--- src/rtl/id_ex_stage.sv ---
// ID/EX pipeline register with load-use hazard detection, flush bubbles and saturating debug counters.
// Latency: one cycle ID->EX; stall is combinational from the EX register and the ID fields.
// Backpressure: a load-use hazard raises stall (hold PC/IF-ID) and inserts a bubble; flush overrides stall.
module id_ex_stage #(
    parameter int XLEN  = 32,
    parameter int RA_W  = 5,
    parameter int CNT_W = 16
) (
    input  logic             clk,
    input  logic             rst_n,
    input  logic             id_valid,
    input  logic [XLEN-1:0]  id_pc,
    input  logic [RA_W-1:0]  id_rs1,
    input  logic [RA_W-1:0]  id_rs2,
    input  logic [RA_W-1:0]  id_rd,
    input  logic             id_uses_rs2,
    input  logic [XLEN-1:0]  id_rdata1,
    input  logic [XLEN-1:0]  id_rdata2,
    input  logic [XLEN-1:0]  id_imm,
    input  logic             id_branch_eq,
    input  logic             id_branch_ne,
    input  logic             id_branch_lt,
    input  logic [1:0]       id_aluop,
    input  logic             id_memread,
    input  logic             id_memwrite,
    input  logic             id_memtoreg,
    input  logic             id_regwrite,
    input  logic             id_alusrc,
    input  logic             flush,
    output logic             stall,
    output logic             ex_valid,
    output logic [XLEN-1:0]  ex_pc,
    output logic [XLEN-1:0]  ex_rdata1,
    output logic [XLEN-1:0]  ex_rdata2,
    output logic [XLEN-1:0]  ex_imm,
    output logic [RA_W-1:0]  ex_rs1,
    output logic [RA_W-1:0]  ex_rs2,
    output logic [RA_W-1:0]  ex_rd,
    output logic             ex_branch_eq,
    output logic             ex_branch_ne,
    output logic             ex_branch_lt,
    output logic             ex_memread,
    output logic             ex_memwrite,
    output logic             ex_memtoreg,
    output logic             ex_regwrite,
    output logic             ex_alusrc,
    output logic [1:0]       ex_aluop,
    output logic [CNT_W-1:0] stall_cnt,
    output logic [CNT_W-1:0] flush_cnt
);

    typedef struct packed {
        logic       branch_eq;
        logic       branch_ne;
        logic       branch_lt;
        logic       memread;
        logic       memwrite;
        logic       memtoreg;
        logic       regwrite;
        logic       alusrc;
        logic [1:0] aluop;
    } ctrl_t;

    typedef struct packed {
        logic [XLEN-1:0] pc;
        logic [XLEN-1:0] rdata1;
        logic [XLEN-1:0] rdata2;
        logic [XLEN-1:0] imm;
        logic [RA_W-1:0] rs1;
        logic [RA_W-1:0] rs2;
        logic [RA_W-1:0] rd;
    } dat_t;

    logic             valid_q, valid_d;
    ctrl_t            ctrl_q, ctrl_d;
    dat_t             dat_q, dat_d;
    logic [CNT_W-1:0] stall_cnt_q, stall_cnt_d;
    logic [CNT_W-1:0] flush_cnt_q, flush_cnt_d;
    logic             load_use;

    always_comb begin
        load_use = valid_q & ctrl_q.memread & (dat_q.rd != '0) & id_valid &
                   ((dat_q.rd == id_rs1) | (id_uses_rs2 & (dat_q.rd == id_rs2)));
        stall    = load_use & ~flush;
    end

    always_comb begin
        valid_d     = 1'b0;
        ctrl_d      = '0;
        dat_d       = dat_q;
        stall_cnt_d = stall_cnt_q;
        flush_cnt_d = flush_cnt_q;

        // Bubble keeps the data fields; only valid and control are cleared.
        if (!(flush || load_use || !id_valid)) begin
            valid_d          = 1'b1;
            ctrl_d.branch_eq = id_branch_eq;
            ctrl_d.branch_ne = id_branch_ne;
            ctrl_d.branch_lt = id_branch_lt;
            ctrl_d.memread   = id_memread;
            ctrl_d.memwrite  = id_memwrite;
            ctrl_d.memtoreg  = id_memtoreg;
            ctrl_d.regwrite  = id_regwrite & (id_rd != '0);
            ctrl_d.alusrc    = id_alusrc;
            ctrl_d.aluop     = id_aluop;
            dat_d            = '{pc: id_pc, rdata1: id_rdata1, rdata2: id_rdata2, imm: id_imm,
                                 rs1: id_rs1, rs2: id_rs2, rd: id_rd};
        end

        if (stall && (stall_cnt_q != '1)) begin
            stall_cnt_d = stall_cnt_q + CNT_W'(1);
        end
        if (flush && id_valid && (flush_cnt_q != '1)) begin
            flush_cnt_d = flush_cnt_q + CNT_W'(1);
        end
    end

    always_ff @(posedge clk or negedge rst_n) begin
        if (!rst_n) begin
            valid_q     <= 1'b0;
            ctrl_q      <= '0;
            dat_q       <= '0;
            stall_cnt_q <= '0;
            flush_cnt_q <= '0;
        end else begin
            valid_q     <= valid_d;
            ctrl_q      <= ctrl_d;
            dat_q       <= dat_d;
            stall_cnt_q <= stall_cnt_d;
            flush_cnt_q <= flush_cnt_d;
        end
    end

    assign ex_valid     = valid_q;
    assign ex_pc        = dat_q.pc;
    assign ex_rdata1    = dat_q.rdata1;
    assign ex_rdata2    = dat_q.rdata2;
    assign ex_imm       = dat_q.imm;
    assign ex_rs1       = dat_q.rs1;
    assign ex_rs2       = dat_q.rs2;
    assign ex_rd        = dat_q.rd;
    assign ex_branch_eq = ctrl_q.branch_eq;
    assign ex_branch_ne = ctrl_q.branch_ne;
    assign ex_branch_lt = ctrl_q.branch_lt;
    assign ex_memread   = ctrl_q.memread;
    assign ex_memwrite  = ctrl_q.memwrite;
    assign ex_memtoreg  = ctrl_q.memtoreg;
    assign ex_regwrite  = ctrl_q.regwrite;
    assign ex_alusrc    = ctrl_q.alusrc;
    assign ex_aluop     = ctrl_q.aluop;
    assign stall_cnt    = stall_cnt_q;
    assign flush_cnt    = flush_cnt_q;

endmodule

--- config.mk ---
export PLATFORM = sky130hd
export DESIGN_NAME = id_ex_stage
export DESIGN_NICKNAME = d
export VERILOG_FILES = /design/src/rtl/id_ex_stage.sv
export SDC_FILE = /design/constraint.sdc
export NUM_CORES = 1
export LEC_CHECK = 0
export ABC_AREA = 1
export ABC_CLOCK_PERIOD_IN_PS = 2250
export CORE_ASPECT_RATIO = 0.8
export CORE_MARGIN = 2
export CORE_UTILIZATION = 42
export DETAILED_ROUTE_END_ITERATION = 10
export GPL_TIMING_DRIVEN = 0
export PLACE_DENSITY_LB_ADDON = 0.08
export SLEW_MARGIN = 0
export SYNTH_ARGS = -nofsm -noshare
export SYNTH_HDL_FRONTEND = slang
export SYNTH_SLANG_ARGS = --single-unit
--- constraint.sdc ---
create_clock -name clk -period 2.25 [get_ports clk]
set_input_delay 0.5625 -clock clk [delete_from_list [all_inputs] [get_ports clk]]
set_output_delay 0.5625 -clock clk [all_outputs]
set_load 0.05 [all_outputs]
==> Yosys cells after proc, flatten, opt, wreduce, memory -nomap -nowiden <==
Index checks and enable logic that the tools add are counted.
{ "word_totals": {"reg_bits": 186, "output_inout_bits": 187} }
{ "classes": {"n_eq_ne": 4, "bitwise": 9, "add_sub_neg": 2, "reduce_logical": 8, "n_mux": 2} }
{ "op_table": {"columns": ["cell", "n"], "rows": [
  ["$add A16 B1 Y16 const B", 2],
  ["$ne A16 B16 Y1 const B", 2],
  ["$eq A5 B5 Y1", 2],
  ["$mux W10", 1],
  ["$reduce_bool A5 Y1", 2],
  ["$and A1 B1 Y1", 7],
  ["$logic_and A1 B1 Y1", 3],
  ["$logic_or A1 B1 Y1", 2],
  ["$logic_not A1 Y1", 1],
  ["$mux W1", 1],
  ["$not A1 Y1", 1],
  ["$or A1 B1 Y1", 1]
]} }

==> Depth between registers and ports, before layout <==
Gate-level depths: netlist of run 1.
{ "logic_depth": {"word_depth": 7, "mapped_depth": 13} }

==> Worst setup path after synthesis of run 1 <==
Ideal clock, no wire load.
{ "synth_timing": {"path_type": "register -> output", "start": "register dat_q, in the netlist ex_rd[3]", "end": "output stall", "n_path_buf": 0, "stages_incl_launch_ff": 9, "setup_slack_ps": 117, "required_time_ps": 1688, "t_arrival_ps": 1570, "cell_sequence": "dfrtp_1 inv_2 nand2_1 nand2_1 nor2_1 nand3_1 nand2_1 nand3_1 inv_1"} }
{ "synth_between": {"elab_chain_cells": 5, "elab_cells_between_ends": 9, "cone_classes": "2 x eq/ne; 6 x bitwise; 1 x reduce/logical"} }
{ "synth_lines": {"columns": ["item", "line", "text"], "rows": [
  ["start: declaration", "76", "dat_t dat_q, dat_d;"],
  ["start signal: assignment", "128", "dat_q <= dat_d;"],
  ["$eq A5 B5 Y1 or $reduce_bool A5 Y1 (tied branches)", "83, 82", null],
  ["$and A1 B1 Y1, on equally long branches", "83, 82", null],
  ["$or A1 B1 Y1 or $and A1 B1 Y1 (tied branches)", "83, 82", null],
  ["$and A1 B1 Y1 (*)", "82", "load_use = valid_q & ctrl_q.memread & (dat_q.rd != '0) & id_valid &"],
  ["$and A1 B1 Y1 (*)", "84", "stall = load_use & ~flush;"],
  ["end: declaration", "30", "output logic stall,"]
]} }
Mark *: on every way between the ends. The rest lies on a longest branch, timed or not.

==> Worst setup path after layout of run 1 <==
{ "layout_timing": {"start": "register dat_q, in the netlist ex_imm[9]", "end": "output ex_imm[9]"} }
{ "layout_rtl": {"columns": ["item", "line", "text"], "rows": [
  ["end: declaration", "35", "output logic [XLEN-1:0] ex_imm,"]
]} }
No word-level cell between the ends.

==> results.yml, run 1 <==
outcome:
  outcome: "finished clean"
sta:
  worst_slew_pin_slew_ns: 0.795
  rsz0062_at_grt: "yes"
  skew_ns: 0.0138
  whs_ns: 0.182
  fin_ws_ns: 0.0333
  finalSetupViolCount: 0
  period_minus_slack_ns: 2.22
  slew_headroom_pct: 47.0
  fin_crit_sh_pct: 98.5
  max_freq_mhz: 451
  setup_tns_ns: 0
  drv_slew: 0
  hold_viol_final: 0
drt:
  wl_per_cell_um: 15.2
  drt-pass1-iter-count: 5
  drt_wl_total_um: 23900
  ant_nets: 0
  vias: 7185
  viasPerCell: 4.55
  drcViolationCount: 0
  drt_iter0_drc: 371
placement:
  gp_congestion: 0.860
  post-dp-hpwl_um: 17500
  dp_cells: 1529
  place_ws_ns: -0.912
  portBuffers: 344
clock_network:
  htreeDepth: 4
  clockBufferDepth: 2
  cts_tree: "built"
  cts_sinks: 186
  clock_latency_ns: 0.44
  path_clk_slew_ns: 0.08
  cts-root-buf: "clkbuf_16"
  cts_hold_buf: 0
  cts_buffers: 17
global_routing:
  grt_overflow: 0
  grt_pass1_vias: 7120
  grt_use_total_pct: 24.6
  antenna_found_initial: 1
  grt_max_degree: 105
  grt_pass1_wl_um: 37500
setup_path:
  crit_path_end_kind: "output port"
  cpPeakStageDelay_ns: 0.83
  path_cells: "clkdlybuf4s50_1"
  critPathLaunchType: "flop"
  cp.arrival_ns: 1.65
  cp_max_fo: 2
  cp_slowest_cell: "clkdlybuf4s50_1"
  cp_top_family: "buffers and inverters"
  required_ns: 1.69
  criticalPathCategory: "reg -> out"
  crit_buf_inv: 1
floorplan:
  die_h_um: 126
  row_count: 44
  die_area_um2: 19800
  boundaryPins: 345
  core_um2: 18200
  fp.dieW_um: 157
  initial_core_util_pct: 43.0
cells_and_area:
  final-instance-count-excl-fill: 1579
  final_common_cell: "nand2_1"
  fin_util_pct: 68.2
  drive_gt1_share_pct: 8.60
  nets: 1472
  fill_cells: 1491
  layout_common_cells: "nand2_1 (529), clkdlybuf4s50_1 (285), dfrtp_1 (180)"
  syn_to_final_growth_pct: 58.5
logic_synthesis:
  yosys_warnings: 0
  synthesis.area_um2: 7840
  syn-num-nets: 1091
  yosys_register_bits: 186
  ys_seq_area_share_pct: 59.3
  syn_area_per_cell_um2: 8.43
  synth_cell_type_count: 25
  synth_cells: 931
worst_hold_path:
  hold_class: "in -> async"
run:
  cap_viol_max_count: 0
pwr:
  power_density_nw_per_um2: 821
  ir_drop_uv: 440
  power.leakage_uw: 0.00650
cells by family after synthesis:
kind of cell / after synthesis / synth area share [%]
AO/OA/AOI/OAI: 23 / 1.53
buffers and inverters: 82 / 5.68
adder cells (fa/ha/maj): 2 / 0.319
XOR/XNOR: 22 / 2.46
AND/OR/NAND/NOR: 616 / 30.7
flip-flops: 186 / 59.3
repair_timing:
| item | 4_1_cts | 5_1_grt |
|---|---|---|
| gates resized for setup | 42 | 50 |
| pin swaps | 6 | 11 |
| cloned | 0 | 1 |
| setup endpoints to repair | 27 | 48 |
| setup buffers | 7 | 9 |
cell type report:
cell class | count | area [µm²] | area share [%]
diodes | 1 | 2.50 | 0.0201
plain buffers | 36 | 282 | 2.26
clock buffers | 18 | 429 | 3.45
clock inverters | 14 | 163 | 1.31
inverters | 46 | 173 | 1.39
multi-input cells | 663 | 2770 | 22.3
flip-flops and latches | 186 | 4660 | 37.5
well taps | 253 | 317 | 2.55
repair buffers | 362 | 3640 | 29.2
path summary, 6_finish.rpt:
path / start / endpoint / slack, ns / cells past startpoint
max: ex_imm[9] / ex_imm[9] / 0.03 / 1
min: rst_n / flush_cnt[9] / 0.18 / 1
max reg2reg: ex_rd[3] / stall_cnt[12] / 0.13 / 15
min reg2reg: ex_imm[21] / ex_imm[21] / 0.48 / 2
max in group asynchronous: rst_n / ex_pc[5] / 1.17 / 2
min in group clk: id_rs1[2] / ex_rs1[2] / 0.42 / 3
report_power, final:
part	switching, µW	internal (µW)
clock	1380	1670
sequential	267	3720
combinational	2070	1100
metal layers:
layer  up-vias  track usage [%]  share of wire [%]
met5         -                0                  0
met3        34             8.29                8.1
met2       226             40.8                 49
met4         0             7.39                2.0
met1      3334             30.4                 41
li1       3591                -                  -
cells in the mapped netlist (all sizes together):
cell type	instances	share of area, %
o31ai	1	0.096
a21o	1	0.096
a21oi	1	0.064
nand2	535	26
nor4	2	0.16
clkbuf	5	0.24
nand3	18	1.1
inv	46	2.2
nor2	40	2.0
xor2	11	1.2
ha	2	0.32
dfrtp	186	59
o21ai	20	1.3
xnor2	11	1.2
nand3b	3	0.29
buf	31	3.2
nand4	11	0.96
nor3	7	0.45
sequential cells by signal (all words and copies together), names as in the netlist, 2 cells and up:
signal     flops
ex_aluop       2
ex_rs1         5
stall_cnt     16
ex_pc         32
flush_cnt     16
ex_rdata2     32
ex_rs2         5
ex_rd          5
ex_imm        32
ex_rdata1     32
metrics by stage:
step | area [µm²] | power, µW
2_1_floorplan | 7840 | 5890
3_3_place_gp | 11600 | 7210
3_5_place_dp | 11600 | 7240
4_1_cts | 12300 | 10300
5_1_grt | 12400 | 10700
6_report | 12400 | 10200
Power figures use the tool's default switching activity.
==> run 2, diff against run 1 <==
--- a/config.mk
+++ b/config.mk
@@ -7,6 +7,7 @@
 export LEC_CHECK = 0
 export ABC_AREA = 1
 export ABC_CLOCK_PERIOD_IN_PS = 2250
+export CAP_MARGIN = 5
 export CORE_ASPECT_RATIO = 0.8
 export CORE_MARGIN = 2
 export CORE_UTILIZATION = 42
==> results of run 2 <==
Same layout as run 1: the final DEF is identical, and so are final timing and power.
==> run 3, diff against run 2 <==
--- a/config.mk
+++ b/config.mk
@@ -6,7 +6,7 @@
 export NUM_CORES = 1
 export LEC_CHECK = 0
 export ABC_AREA = 1
-export ABC_CLOCK_PERIOD_IN_PS = 2250
+export ABC_CLOCK_PERIOD_IN_PS = 2200
 export CAP_MARGIN = 5
 export CORE_ASPECT_RATIO = 0.8
 export CORE_MARGIN = 2
==> constraint.sdc (replaced) <==
create_clock -name clk -period 2.2 [get_ports clk]
set_input_delay 0.55 -clock clk [delete_from_list [all_inputs] [get_ports clk]]
set_output_delay 0.55 -clock clk [all_outputs]
set_load 0.05 [all_outputs]
==> run 3 against run 2 <==
- clock skew grew 0.00085 ns
- combinational power is essentially flat
- utilization grew 0.089 points
- clock power grew 3%
- cell area grew 0.13%
- sequential power grew 2%
- critical path depth is the same
- global-route usage is essentially flat
- highest routed layer unchanged
- non-clock buffer count shrank 7
- die area is the same
- total power grew 1.8%
==> results.yml, run 3 (synthesis gave the netlist of run 1 again) <==
clock_network:
  cts_tree: "built"
  clock_latency_ns: 0.44
  cts_hold_buf: 0
  cts_sinks: 186
  path_clk_slew_ns: 0.08
  clockBufferDepth: 2
  cts_buffers: 17
  htreeDepth: 4
  cts-root-buf: "clkbuf_16"
sta:
  max_freq_mhz: 456
  slew_headroom_pct: 46.9
  rsz0062_at_grt: "yes"
  drv_slew: 0
  fin_crit_sh_pct: 99.7
  worst_slew_pin_slew_ns: 0.797
  skew_ns: 0.0146
  hold_viol_final: 0
  fin_ws_ns: 0.00751
  period_minus_slack_ns: 2.19
  finalSetupViolCount: 0
setup_path:
  crit_path_end_kind: "output port"
  crit_buf_inv: 1
  cpPeakStageDelay_ns: 0.85
  cp_max_fo: 2
  cp.arrival_ns: 1.64
  cp_top_family: "buffers and inverters"
  rrSetupSlack_ns: 0.21
  required_ns: 1.65
  path_cells: "clkdlybuf4s50_1"
  cp_slowest_cell: "clkdlybuf4s50_1"
  critPathLaunchType: "flop"
  criticalPathCategory: "reg -> out"
cells_and_area:
  syn_to_final_growth_pct: 58.7
  layout_common_cells: "nand2_1 (529), clkdlybuf4s50_1 (214), dfrtp_1 (180)"
  drive_gt1_share_pct: 8.19
  final-instance-count-excl-fill: 1572
  fill_cells: 1503
  final_common_cell: "nand2_1"
  nets: 1465
  regArea_um2: 4660
  multi_input_comb_area_um2: 2780
pwr:
  ir_drop_uv: 454
  power_density_nw_per_um2: 835
  power.leakage_uw: 0.00701
outcome:
  outcome: "finished clean"
drt:
  drt-pass1-iter-count: 4
  wl_per_cell_um: 15.2
  viasPerCell: 4.55
  drcViolationCount: 0
  ant_nets: 0
  drt_iter0_drc: 334
  vias: 7145
  drt_wl_total_um: 23900
global_routing:
  grt_overflow: 0
  antenna_found_initial: 1
  grt_pass1_vias: 7111
  grt_max_degree: 105
  grt_use_total_pct: 24.6
  grt_pass1_wl_um: 37500
worst_hold_path:
  hold_class: "in -> async"
placement:
  portBuffers: 344
  dp_cells: 1529
  place_ws_ns: -0.937
  post-dp-hpwl_um: 17500
  gp_congestion: 0.860
floorplan:
  fp.dieW_um: 157
  boundaryPins: 345
  die_h_um: 126
  initial_core_util_pct: 43.0
  row_count: 44
  die_area_um2: 19800
  core_um2: 18200
run:
  cap_viol_max_count: 0
## run 3: changes by cell type in the layout (fill, tap and decap cells not counted), sizes merged
cell | previous run | this run
dlygate4sd2 | 30 | 60
buf | 51 | 44
clkdlybuf4s50 | 285 | 214
dlymetal6s2s | 27 | 68
## run 3: routing by layer
layer / wire length [µm] / global-route usage [%] / vias to the layer above
met1: 9880 / 30.3 / 3322
met4: 492 / 7.39 / 0
li1: - / - / 3574
met2: 11600 / 40.9 / 216
met5: 0 / 0 / -
met3: 1900 / 8.29 / 33
## run 3: power by group
part	internal [µW]	switching, µW
registers	3810	268
clock network	1700	1420
logic	1070	2120
total	6580	3800
## run 3: final timing paths
check                                 to     startpoint  cells after the start
setup / recovery               ex_rs1[1]      ex_rs1[1]                      1
hold / removal              flush_cnt[9]          rst_n                      1
setup reg to reg            stall_cnt[6]       ex_rd[0]                     14
hold reg to reg            ex_rdata1[19]  ex_rdata1[19]                      2
max in group asynchronous       ex_pc[7]          rst_n                      2
min in group clk               ex_rs1[2]      id_rs1[2]                      3
## run 3: cell type report
type	instances	share of cell area, %
antenna	1	0.0201
buffer	36	2.23
tap	253	2.54
clock inverter	14	1.31
inverter	46	1.39
multi-input combinational	663	22.3
sequential	186	37.4
timing repair buffer	355	29.3
clock buffer	18	3.45
## run 3: repair_timing
| item | CTS | global route |
|---|---|---|
| hold endpoints to repair | 0 | 0 |
| endpoints found under the setup margin | 58 | 100 |
| gates resized for setup | 71 | 93 |
| buffers inserted | 5 | 5 |
| pin swaps | 3 | 11 |
| cloned | 0 | 0 |
## run 3: stage by stage
stage	cell area (µm²)	hold WS (ns)	utilization [%]	TNS [ns]	power, µW
2_1_floorplan	7840	0.254	-	0	6020
3_3_place_gp	11600	0.461	63.7	-1403.61	7380
3_5_place_dp	11600	0.464	63.9	-27.88	7410
4_1_cts	12200	0.192	67.0	-0.127	10500
5_1_grt	12400	0.219	68.3	-0.108	10900
6_report	12400	0.166	68.3	0	10400
